[src/rtl/sensor_frame_pkg.sv]
// Shared definitions for the sensor frame transmitter: FSM encoding and
// frame geometry helpers.
package sensor_frame_pkg;

  typedef enum logic [2:0] {
    StIdle,
    StLoad,
    StIssue,
    StWaitLow,
    StWaitHigh,
    StDone
  } state_e;

  // Bytes per frame: header, one per channel, optional checksum.
  function automatic int unsigned frame_len(input int unsigned num_ch,
                                            input int unsigned csum_en);
    return num_ch + 1 + ((csum_en != 0) ? 1 : 0);
  endfunction

  // Byte index width; covers indices 0 .. num_ch+1.
  function automatic int unsigned idx_width(input int unsigned num_ch);
    return $clog2(num_ch + 2);
  endfunction

endpackage

[src/rtl/interval_tick.sv]
// Free-running 0..INTERVAL-1 counter with a one-cycle tick on the wrap cycle.
module interval_tick #(
  parameter int unsigned INTERVAL = 12_000_000
) (
  input  logic clk,
  input  logic rstn,
  output logic tick
);

  localparam int unsigned     CntW   = $clog2(INTERVAL);
  localparam logic [CntW-1:0] CntMax = CntW'(INTERVAL - 1);

  logic [CntW-1:0] cnt_q, cnt_d;

  // Tick while the counter sits at its last value, then wrap to zero.
  always_comb begin
    tick  = (cnt_q == CntMax);
    cnt_d = tick ? '0 : cnt_q + CntW'(1);
  end

  // Counter state.
  always_ff @(posedge clk or negedge rstn) begin
    if (!rstn) begin
      cnt_q <= '0;
    end else begin
      cnt_q <= cnt_d;
    end
  end

endmodule

[src/rtl/sensor_frame_tx.sv]
// Periodic / triggered sensor frame sender feeding a byte-wide UART
// transmitter through a tx_start / tx_data / tx_ready handshake.
module sensor_frame_tx
  import sensor_frame_pkg::*;
#(
  parameter int unsigned NUM_CH   = 2,
  parameter int unsigned DATA_W   = 4,
  parameter int unsigned INTERVAL = 12_000_000,
  parameter logic [7:0]  HEADER   = 8'hA5,
  parameter int unsigned CSUM_EN  = 1
) (
  input  logic                     clk,
  input  logic                     rstn,
  input  logic [NUM_CH*DATA_W-1:0] ch_data,
  input  logic                     trig,
  input  logic                     tx_ready,
  output logic                     tx_start,
  output logic [7:0]               tx_data,
  output logic                     busy,
  output logic                     frame_done
);

  localparam int unsigned     FrameLen = frame_len(NUM_CH, CSUM_EN);
  localparam int unsigned     IdxW     = idx_width(NUM_CH);
  localparam logic [IdxW-1:0] LastIdx  = IdxW'(FrameLen - 1);

  state_e                   state_q, state_d;
  logic                     pending_q, pending_d;
  logic [NUM_CH*DATA_W-1:0] snap_q, snap_d;
  logic [7:0]               csum_q, csum_d;
  logic [IdxW-1:0]          idx_q, idx_d;
  logic [7:0]               tx_data_q, tx_data_d;
  logic [IdxW-1:0]          idx_nxt;
  logic [7:0]               next_byte;
  logic                     tick;
  logic                     req;

  interval_tick #(
    .INTERVAL(INTERVAL)
  ) u_interval_tick (
    .clk (clk),
    .rstn(rstn),
    .tick(tick)
  );

  assign req     = trig | tick;
  assign idx_nxt = idx_q + IdxW'(1);

  // Byte following the current one: a zero-extended channel, else the checksum.
  always_comb begin
    next_byte = csum_q;
    for (int k = 0; k < NUM_CH; k++) begin
      if (idx_nxt == IdxW'(k + 1)) begin
        next_byte                = '0;
        next_byte[DATA_W-1:0]    = snap_q[k*DATA_W +: DATA_W];
      end
    end
  end

  // Frame sequencing, request merging and byte handshake.
  always_comb begin
    state_d   = state_q;
    pending_d = pending_q;
    snap_d    = snap_q;
    csum_d    = csum_q;
    idx_d     = idx_q;
    tx_data_d = tx_data_q;
    tx_start  = 1'b0;

    // Any request seen mid-frame collapses into one pending frame.
    if (req && (state_q != StIdle)) begin
      pending_d = 1'b1;
    end

    unique case (state_q)
      StIdle: begin
        if (req) begin
          state_d = StLoad;
        end
      end
      StLoad: begin
        snap_d    = ch_data;
        idx_d     = '0;
        csum_d    = '0;
        tx_data_d = HEADER;
        state_d   = StIssue;
      end
      StIssue: begin
        if (tx_ready) begin
          tx_start = 1'b1;
          csum_d   = csum_q + tx_data_q;
          state_d  = StWaitLow;
        end
      end
      StWaitLow: begin
        if (!tx_ready) begin
          state_d = StWaitHigh;
        end
      end
      StWaitHigh: begin
        if (tx_ready) begin
          if (idx_q == LastIdx) begin
            state_d = StDone;
          end else begin
            idx_d     = idx_nxt;
            tx_data_d = next_byte;
            state_d   = StIssue;
          end
        end
      end
      StDone: begin
        // A request landing in this very cycle joins the pending frame.
        state_d   = (pending_q || req) ? StLoad : StIdle;
        pending_d = 1'b0;
      end
      default: begin
        state_d = StIdle;
      end
    endcase
  end

  // Sequencer state and datapath registers.
  always_ff @(posedge clk or negedge rstn) begin
    if (!rstn) begin
      state_q   <= StIdle;
      pending_q <= 1'b0;
      snap_q    <= '0;
      csum_q    <= '0;
      idx_q     <= '0;
      tx_data_q <= '0;
    end else begin
      state_q   <= state_d;
      pending_q <= pending_d;
      snap_q    <= snap_d;
      csum_q    <= csum_d;
      idx_q     <= idx_d;
      tx_data_q <= tx_data_d;
    end
  end

  assign tx_data    = tx_data_q;
  assign busy       = (state_q != StIdle);
  assign frame_done = (state_q == StDone);

endmodule

[config.mk]
export PLATFORM = sky130hd
export DESIGN_NAME = sensor_frame_tx
export DESIGN_NICKNAME = d
export VERILOG_FILES = /design/src/rtl/sensor_frame_pkg.sv /design/src/rtl/interval_tick.sv /design/src/rtl/sensor_frame_tx.sv
export SDC_FILE = /design/constraint.sdc
export NUM_CORES = 1
export LEC_CHECK = 0
export ABC_CLOCK_PERIOD_IN_PS = 2050
export CORE_MARGIN = 1
export CORE_UTILIZATION = 30
export DETAILED_ROUTE_END_ITERATION = 12
export HOLD_SLACK_MARGIN = 0.1
export PLACE_DENSITY = 0.48
export SYNTH_ARGS = -nofsm -noshare
export SYNTH_HDL_FRONTEND = slang
export SYNTH_SLANG_ARGS = --single-unit
[constraint.sdc]
create_clock -name clk -period 2.05 [get_ports clk]
set_input_delay 0.615 -clock clk [delete_from_list [all_inputs] [get_ports clk]]
set_output_delay 0.615 -clock clk [all_outputs]
set_load 0.01 [all_outputs]
Word level (Yosys, flattened, before mapping):

Cells that the tools add are included.
W data, S select, Z words.

* bits in registers: 54
* bits of input ports: 12
* output and inout bits: 11
* logic and storage cells: 57

* add/subtract/negate cells: 3
* eq/ne operators: 14
* mux-type cells: 22
* bitwise gates (word level): 1
* reduce and logical (&&, ||, !) cells: 10

Operators with widths (count)
* $mux W8: 5
* $pmux W8 S2: 2
* $add A24 B1 Y24 const B: 1
* $eq A24 B24 Y1 const B: 1
* $mux W24: 1
* $pmux W3 S6: 1
* $mux W3: 5
* $ne A2 B2 Y1 const B: 5
* $add A8 B8 Y8: 1
* $eq A3 B2 Y1 const B: 2
* $eq A3 B3 Y1 const B: 2
* $reduce_bool A2 Y1: 3
* $mux W1: 5
* $eq A2 B2 Y1 const B: 2
* $mux W2: 2
* $pmux W2 S2: 1
* $reduce_and A4 Y1: 1
* $eq A3 B1 Y1 const B: 1
* $logic_not A3 Y1: 1
* $reduce_and A3 Y1: 1
* $reduce_bool A3 Y1: 1
* $add A2 B1 Y2 const B: 1
* $eq A2 B1 Y1 const B: 1
* $reduce_and A2 Y1: 1
* other kinds (3): 3

Depth between registers and ports, before layout:

* word-level depth: 7
* gate-level depth with buffers: 8
* gate-level depth less buffers: 7

Cells and area by module:

Synthesis repeated with hierarchy kept, for this count alone.

* cell total of the unflattened synthesis: 277
* area, all modules: 2882.8 µm²

By module, submodules not included
* sensor_frame_tx: times used 1, cells each 162, area an instance 1709.1 µm², seq. area each 750.7 µm²
* interval_tick: times used 1, cells each 115, area an instance 1173.6 µm², seq. area each 600.6 µm²

Worst setup path before layout:

OpenSTA, ideal clock, no wires.

* path kind: reg-to-reg
* from: register tx_data_q[0], in the netlist tx_data[0]
* to: register csum_q[6]
* setup time: 131 ps
* arrival time: 1938 ps
* data required time: 1919 ps
* setup slack: -20 ps
* cell stages (with the launch flop): 8
* path buffers: 0
* period minus slack after synthesis: 2070 ps
* cells stage by stage: dfrtp_1 ha_1 fa_1 a21o_1 a21o_1 a21oi_1 nor4bb_1 or3_1

* longest elaborated chain between the ends: 3

Ends and longest elaborated chain
* start: declaration: RTL line sensor_frame_tx.sv:32 `logic [7:0] tx_data_q, tx_data_d;`
* start signal: assignment: RTL line sensor_frame_tx.sv:137 `tx_data_q <= tx_data_d;`
* $add A8 B8 Y8: RTL line sensor_frame_tx.sv:91 `csum_d = csum_q + tx_data_q;`
* $mux W8: RTL line sensor_frame_tx.sv:89 `if (tx_ready) begin`
* $pmux W8 S2: RTL line sensor_frame_tx.sv:75 `unique case (state_q)`
* end signal: assignment: RTL line sensor_frame_tx.sv:135 `csum_q <= csum_d;`
* end: declaration: RTL line sensor_frame_tx.sv:30 `logic [7:0] csum_q, csum_d;`

Every way passes these cells. The select of a mux whose other input is x is not followed.
A chain may end at the register's enable or synchronous reset.

Worst setup path after layout:

* from: register csum_q[0]
* to: register csum_q[6]

* longest elaborated chain between the ends: 3

Ends and longest elaborated chain (RTL line)
* $add A8 B8 Y8: sensor_frame_tx.sv:91
* $mux W8: sensor_frame_tx.sv:89
* $pmux W8 S2: sensor_frame_tx.sv:75

Every way passes these cells. The select of a mux whose other input is x is not followed.

==> impl_metrics.py <==
metrics = {
    "grt": {
        "antenna_found_initial": 0,
        "grt_first_pass_wirelength_mm": 10.30,
        "grt_pass1_vias": 2186,
        "grt_overflow": 0,
        "grt.total_usage": 0.1299,
        "grt_start_max_net_pins": 43,
    },
    "logic_synthesis": {
        "synth_fp_nets": 317,
        "ys_top_cells_by_area": "dfrtp_1 47%, nand2_1 6.6%, ha_1 4.8%",
        "synth_ff_type": "dfrtp_1",
        "ys_warn_count": 0,
        "yosysSeqAreaShare": 0.4692,
        "synth_area_um2": 2880,
        "async_reset_ff_frac": 1.000,
        "netlist_instances": 293,
        "ys_seq_elements": 54,
        "ys_types": 49,
        "synth_edf_count": 0,
        "synth_top_area_share": 0.4692,
        "synth_top_cell_by_area": "dfrtp_1",
        "avgSynthCellArea_um2": 9.830,
    },
    "timing": {
        "finalCritPeriodShare": 0.9661,
        "final-hold-violation-count": 0,
        "slew_headroom": 0.6644,
        "period_needed_ns": 1.980,
        "skew_ns": 0.01039,
        "worstMarginPinSlew_ns": 0.5016,
        "rsz0062_at_grt": "true",
        "clock.fmax_ghz": 0.5049,
        "setup_viol": 0,
        "layout_setup_ws_ns": 0.06957,
        "maxSlewViolCount": 0,
    },
    "worst_setup_path": {
        "arrival_ns": 2.17,
        "endpoint_kind": "flop",
        "crit_type": "flop to flop",
        "start_kind": "flop",
        "r2r_slack_ns": 0.07,
        "required_ns": 2.24,
        "reg2reg_depth": 7,
        "timing.rr.start": "csum_q[0]",
        "r2r-end": "csum_q[6]",
        "cp_max_fo": 2,
    },
    "job": {
        "drv_cap": 0,
    },
    "cells_and_area": {
        "finish.utilization": 0.3856,
        "drive_above_1_share": 0.1623,
        "syn_to_final_growth_pct": 24.28,
        "diodes": 0,
        "fillers": 969,
        "final_nets": 368,
    },
    "min_path": {
        "hp-class": "primary input to asynchronous set/reset pin",
    },
    "routing": {
        "totalWireLength_mm": 5.967,
        "drc": 0,
        "viasPerCell": 4.614,
        "drt-pass1-iter-count": 4,
        "vias": 2187,
        "antenna_left": 0,
        "routedWlPerCell_um": 12.59,
        "drt_iter0_drc": 66,
    },
    "die": {
        "core_area_um2": 9284,
        "die_h_um": 99.99,
        "io_pins": 23,
        "dieArea_um2": 9997,
        "die_w_um": 99.99,
        "rows": 35,
        "start_util": 0.3102,
    },
    "power": {
        "p_per_area_nw_per_um2": 1052,
        "peakVddDrop_mv": 0.4268,
        "p_leak_nw": 1.642,
        "total_power_mw": 3.766,
    },
    "clocking": {
        "cts.sinks": 54,
        "insertion_delay_ns": 0.31,
        "path_clk_slew_ns": 0.10,
        "htree_levels": 2,
        "cts_tree": "yes",
        "clk_path_buf_depth": 2,
        "clockRootBuffer": "clkbuf_8",
        "cts_hold_buf": 0,
        "numCtsBuffers": 5,
    },
    "placed_design": {
        "post-place-ws_ns": -0.4161,
        "port_buffers": 22,
        "hpwl_mm": 4.459,
        "routabilityCongestion": 0.7707,
    },
    "outcome": {
        "run_status": "complete, no violations",
    },
}
-- metal layers --
layer / GRT usage / vias to the layer above / part of all wire / wire length [µm]
li1: - / 1121 / - / -
met1: 0.1586 / 1038 / 0.46 / 2744
met2: 0.2393 / 22 / 0.51 / 3028
met3: 0.02298 / 6 / 0.025 / 149
met4: 0.02676 / 0 / 0.0075 / 45
met5: 0 / - / 0 / 0
-- state kept, by name, summed over array words and instances (netlist names) --
| name | cells |
|---|---|
| snap_q | 8 |
| state_q | 3 |
| u_interval_tick.cnt_q | 24 |
| csum_q | 8 |
| pending_q | 1 |
| idx_q | 2 |
| tx_data | 8 |
-- cell usage after synthesis, drive strengths merged (3+ instances only) --
cell type and number:
nor2 24, and3 4, and2 4, xnor2 11
ha 11, inv 7, a22o 6, a31oi 3
nand3 14, nor2b 7, mux2i 6, xor2 11
buf 6, dfrtp 54, o21ai 10, or3 3
a21oi 17, o31ai 3, nand2 51, nand4 7
and4 3, o22ai 3, nand2b 3, clkbuf 3
-- cells in the final DEF, fill, tap and decap left out, types with 3 or more instances in the layout --
master           synthesis  layout
a21oi_1                 15      14
a21oi_2                  2       3
a22o_1                   6       6
a31oi_1                  3       3
and2_1                   4       4
and3_1                   4       4
and4_1                   3       3
buf_4                    2      28
clkbuf_8                 0       5
clkdlybuf4s50_1          0      17
dfrtp_1                 54      54
ha_1                    11      10
inv_1                    7       7
mux2i_1                  6       6
nand2_1                 51      51
nand2b_1                 3       3
nand3_1                 13      13
nand4_1                  6       6
nor2_1                  23      23
nor2b_1                  6       6
o21ai_0                  8       8
o22ai_1                  3       3
o31ai_1                  3       3
or3_1                    3       3
xnor2_1                 11      11
xor2_1                  11      11
-- stage by stage --
step	instances	hold WS (ns)	TNS, ns	area [µm²]
6_report	474	0.1905	0	3580
5_1_grt	474	0.2077	-0.005301	3580
4_1_cts	470	0.1952	-0.1016	3543
3_5_place_dp	458	0.4640	-0.6240	3398
3_3_place_gp	458	0.4628	-0.5516	3398
2_1_floorplan	293	0.3194	0	2883
-- how the worst max path moves through the flow --
| stage | startpoint | endpoint | slack (ns) | cells past startpoint |
|---|---|---|---|---|
| 2_1_floorplan | tx_data[0] | csum_q[6] | 0.009 | 7 |
| 3_3_place_gp | tx_ready | tx_start | -0.41 | 3 |
| 3_5_place_dp | tx_ready | tx_start | -0.42 | 3 |
| 4_1_cts | tx_ready | tx_start | -0.10 | 3 |
| 5_1_grt | csum_q[0] | csum_q[6] | -0.005 | 7 |
| 6_report | csum_q[0] | csum_q[6] | 0.07 | 7 |
-- area by class of cell --
class                           count  area (µm²)  share of cell area
Timing Repair Buffer               53       478.0              0.1335
Clock buffer                        6       72.57             0.02027
Sequential cell                    54        1351              0.3775
Inverter                            7       26.28            0.007340
Clock inverter                      2       37.54             0.01049
Tap cell                          129       161.4             0.04509
Multi-Input combinational cell    223        1453              0.4058
-- timing repair --
| action | in CTS | in global routing |
|---|---|---|
| buffers inserted | 4 | 4 |
| setup endpoints to repair | 4 | 3 |
| pin swaps | 0 | 5 |
| resized for setup | 7 | 4 |
| endpoints found under the hold margin | 0 | 0 |
| gates cloned | 0 | 0 |
-- worst max-delay path, cell delays in order (launching register included) --
cell and delay, ns:
dfrtp_1 0.39, ha_2 0.20, fa_2 0.36, a21o_1 0.16, a21o_1 0.18, a21oi_2 0.15, nor4bb_1 0.06, or3_1 0.36
-- cell families after synthesis --
family / count (synthesis) / share of synthesized area
and+or+nand+nor: 131 / 0.2389
muxes: 8 / 0.02867
AOI/OAI and AO/OA: 50 / 0.1121
DFF: 54 / 0.4692
xor gates and xnor gates: 22 / 0.06690
adders and majority gates: 12 / 0.05473
buffers and inverters: 16 / 0.02954
-- report_power, final --
part           total (mW)  internal, mW  switching [mW]  leakage, nW
sequential           1.44          1.28           0.157        0.691
clock               0.718         0.365           0.353       0.0514
combinational        1.61         0.824           0.789        0.900
Power figures use the tool's default switching activity.
==> patch, RTL diff (config.mk and constraints unchanged) <==
`csum_q` and `tx_data_q` no longer have a reset.
--- a/src/rtl/sensor_frame_tx.sv
+++ b/src/rtl/sensor_frame_tx.sv
@@ -125,17 +125,18 @@
       state_q   <= StIdle;
       pending_q <= 1'b0;
       snap_q    <= '0;
-      csum_q    <= '0;
       idx_q     <= '0;
-      tx_data_q <= '0;
     end else begin
       state_q   <= state_d;
       pending_q <= pending_d;
       snap_q    <= snap_d;
-      csum_q    <= csum_d;
       idx_q     <= idx_d;
-      tx_data_q <= tx_data_d;
     end
+  end
+
+  always_ff @(posedge clk) begin
+    csum_q    <= csum_d;
+    tx_data_q <= tx_data_d;
   end
 
   assign tx_data    = tx_data_q;
Check against the original RTL: differs if rstn is asserted again (counterexample within 4 cycles, from zero or initial values and one cycle with rstn low); with rstn held inactive, the same outputs for 10 cycles.
==> patch against the original RTL <==
  * Total power grew 7.0%
  * First-iteration DRC count up 61%
  * Sequential share of layout area rose by 2.3 points
  * Synthesized area rose by 0.87%
  * Synthesized cell count rose by 1.0%
  * Global-route usage up 0.92 points
  * Wire length increased by 8.1%
  * Via count grew 2.1%
  * Final area about the same
  * Setup slack worse by 0.015 ns
  * Sequential cell count stayed put
  * Largest power group unchanged
  * Highest routed layer unchanged
  * Critical path type is now reg2out
==> patch: results (changes against the original RTL) <==
- Status: completed
- Post-synthesis async set-or-reset flop share: 0.704 (-0.296)
- Max stage delay on crit path: about 0.40 ns
- Main flop type after synthesis: dfrtp_1
- Synth top area cells: dfrtp_1, edfxtp_1, nand2_1
- Power Density: 1130 mW/mm² (+7.0%)
- Total wire length: 6.45 mm (+8.1%)
- Clock root buffer: clkbuf_8
- Peak supply drop: 533 µV (+25%)
- Vias in the first global route: 2173 (-0.59%)
- Distinct cells, synth: 49 (unchanged)
- First-pass GRT wire length: 10.9 mm (+6.0%)
- Peak fanout along the critical path: 8 (+6)
- Fillers: 976 (+0.72%)
- Number of flip-flops in the largest register: 24 (unchanged)
- Worst rel slew slack: 0.707 (+0.0430)
- Routability cong.: 0.796 (+3.3%)
- R2R Setup Slk: 0.10 ns (+0.03 ns)
- Post-synth EDFFs: 16 (+16)
- Number of buffers created by CTS: 5 (unchanged)
- H-tree depth: 2 (unchanged)
- Largest net degree at the start of global routing: 22 (-49%)
- Ant. Diodes: 0 (unchanged)
- Static leakage: 1.53 nW (-7.0%)
- Crit Reg-Reg Endpoint: csum_q[6]$_SDFFCE_PN0P_
- Synthesized net count: 320 (+0.95%)
- Pre-antenna DRT Iters: 4 (unchanged)
- Placed cell area: 0.00346 mm² (+1.7%)
- Crit-path slowest cell: or3_4
- Reg2reg start: state_q[2]$_DFFE_PN0P_
- Data arrival, critical path: 1.38 ns (-0.79 ns)
- Fin nets: 367 (-0.27%)
- Skew final: 0.0173 ns (+0.00690 ns)
- Share of cells above drive strength 1: 0.145 (-0.0170)
- Vias/cell: 4.72 (+2.4%)
- Register area: 0.00143 mm² (+5.9%)
- Dpl hpwl: 4.84 mm (+8.4%)
- DP Worst Slack: -0.317 ns (+0.0995 ns)
- R2R cell count: 4 (-3)
- Cell Int Power: 2.57 mW (+4.2%)
- Top cells by count, synth: nand2_1, dfrtp_1, nor2_1, edfxtp_1, nand3_1
- 1st-iter DRT viols: 106 (+61%)
- Sequential cell area fraction in the yosys report: 0.493 (+0.0235)
- Total track usage: 0.139 (+0.00915)
patch: cells by family (layout without fill, tap and decap cells):
kind of cell,count (synthesis),count (layout),synth area share
and+or+nand+nor,149,149,0.266
DFF,54,54,0.493
AOI/OAI and AO/OA,38,38,0.0848
buffers and inverters,20,68,0.0284
xor gates and xnor gates,15,15,0.0452
adders and majority gates,12,12,0.0543
muxes,8,8,0.0284
patch: per-layer routing:
metal  vias to the layer above  wire, µm  global-route usage
met3                         5       215              0.0258
met4                         0        67              0.0401
li1                       1144         -                   -
met1                      1062      3400               0.207
met2                        23      2760               0.204
met5                         -         0                   0
patch: power groups by stage:
| stage | logic (mW) | registers (mW) | clock network, mW |
|---|---|---|---|
| 6_report | 1.75 | 1.60 | 0.679 |
| 3_3_place_gp | 1.73 | 1.62 | 0 |
| 4_1_cts | 1.76 | 1.60 | 0.709 |
| 5_1_grt | 2.00 | 1.63 | 0.741 |
| 2_1_floorplan | 1.13 | 1.56 | 0 |
| 3_5_place_dp | 1.74 | 1.62 | 0 |
patch: per-stage QoR:
stage	hold slack (ns)	std cells
global route	0.247	473
finish	0.221	473
CTS	0.234	471
floorplan	0.319	296
global placement	0.458	463
detailed placement	0.468	463
patch: how the worst max path moves through the flow:
stage	from	endpoint	slack [ns]	cells past startpoint
CTS	state_q[1]$_DFFE_PN0P_	frame_done	0.02	4
finish	state_q[2]$_DFFE_PN0P_	busy	0.05	3
floorplan	u_interval_tick.cnt_q[0]$_DFF_PN0_	u_interval_tick.cnt_q[11]$_DFF_PN0_	0.17	6
detailed placement	tx_ready	tx_start	-0.32	3
global placement	tx_ready	tx_start	-0.31	3
global route	state_q[2]$_DFFE_PN0P_	busy	0.00004	3
patch: final cells by class:
| class | count | area share |
|---|---|---|
| Tap cell | 129 | 0.0451 |
| Clock buffer | 7 | 0.0269 |
| Clock inverter | 1 | 0.00245 |
| Timing Repair Buffer | 50 | 0.123 |
| Multi-Input combinational cell | 222 | 0.392 |
| Sequential cell | 54 | 0.400 |
| Inverter | 10 | 0.0105 |
patch: repair_timing:
item / in CTS / in global routing
hold buffers: 0 / 0
gates resized for setup: 13 / 3
setup endpoints to repair: 4 / 3
pin swaps: 1 / 0
setup buffers: 0 / 2
patch: worst max-delay path, delay by kind of cell, from the launching register on:
| family | cells | cell delay [ns] |
|---|---|---|
| flip-flops | 1 | 0.39 |
| buffers and inverters | 2 | 0.28 |
| AND/OR/NAND/NOR | 1 | 0.40 |
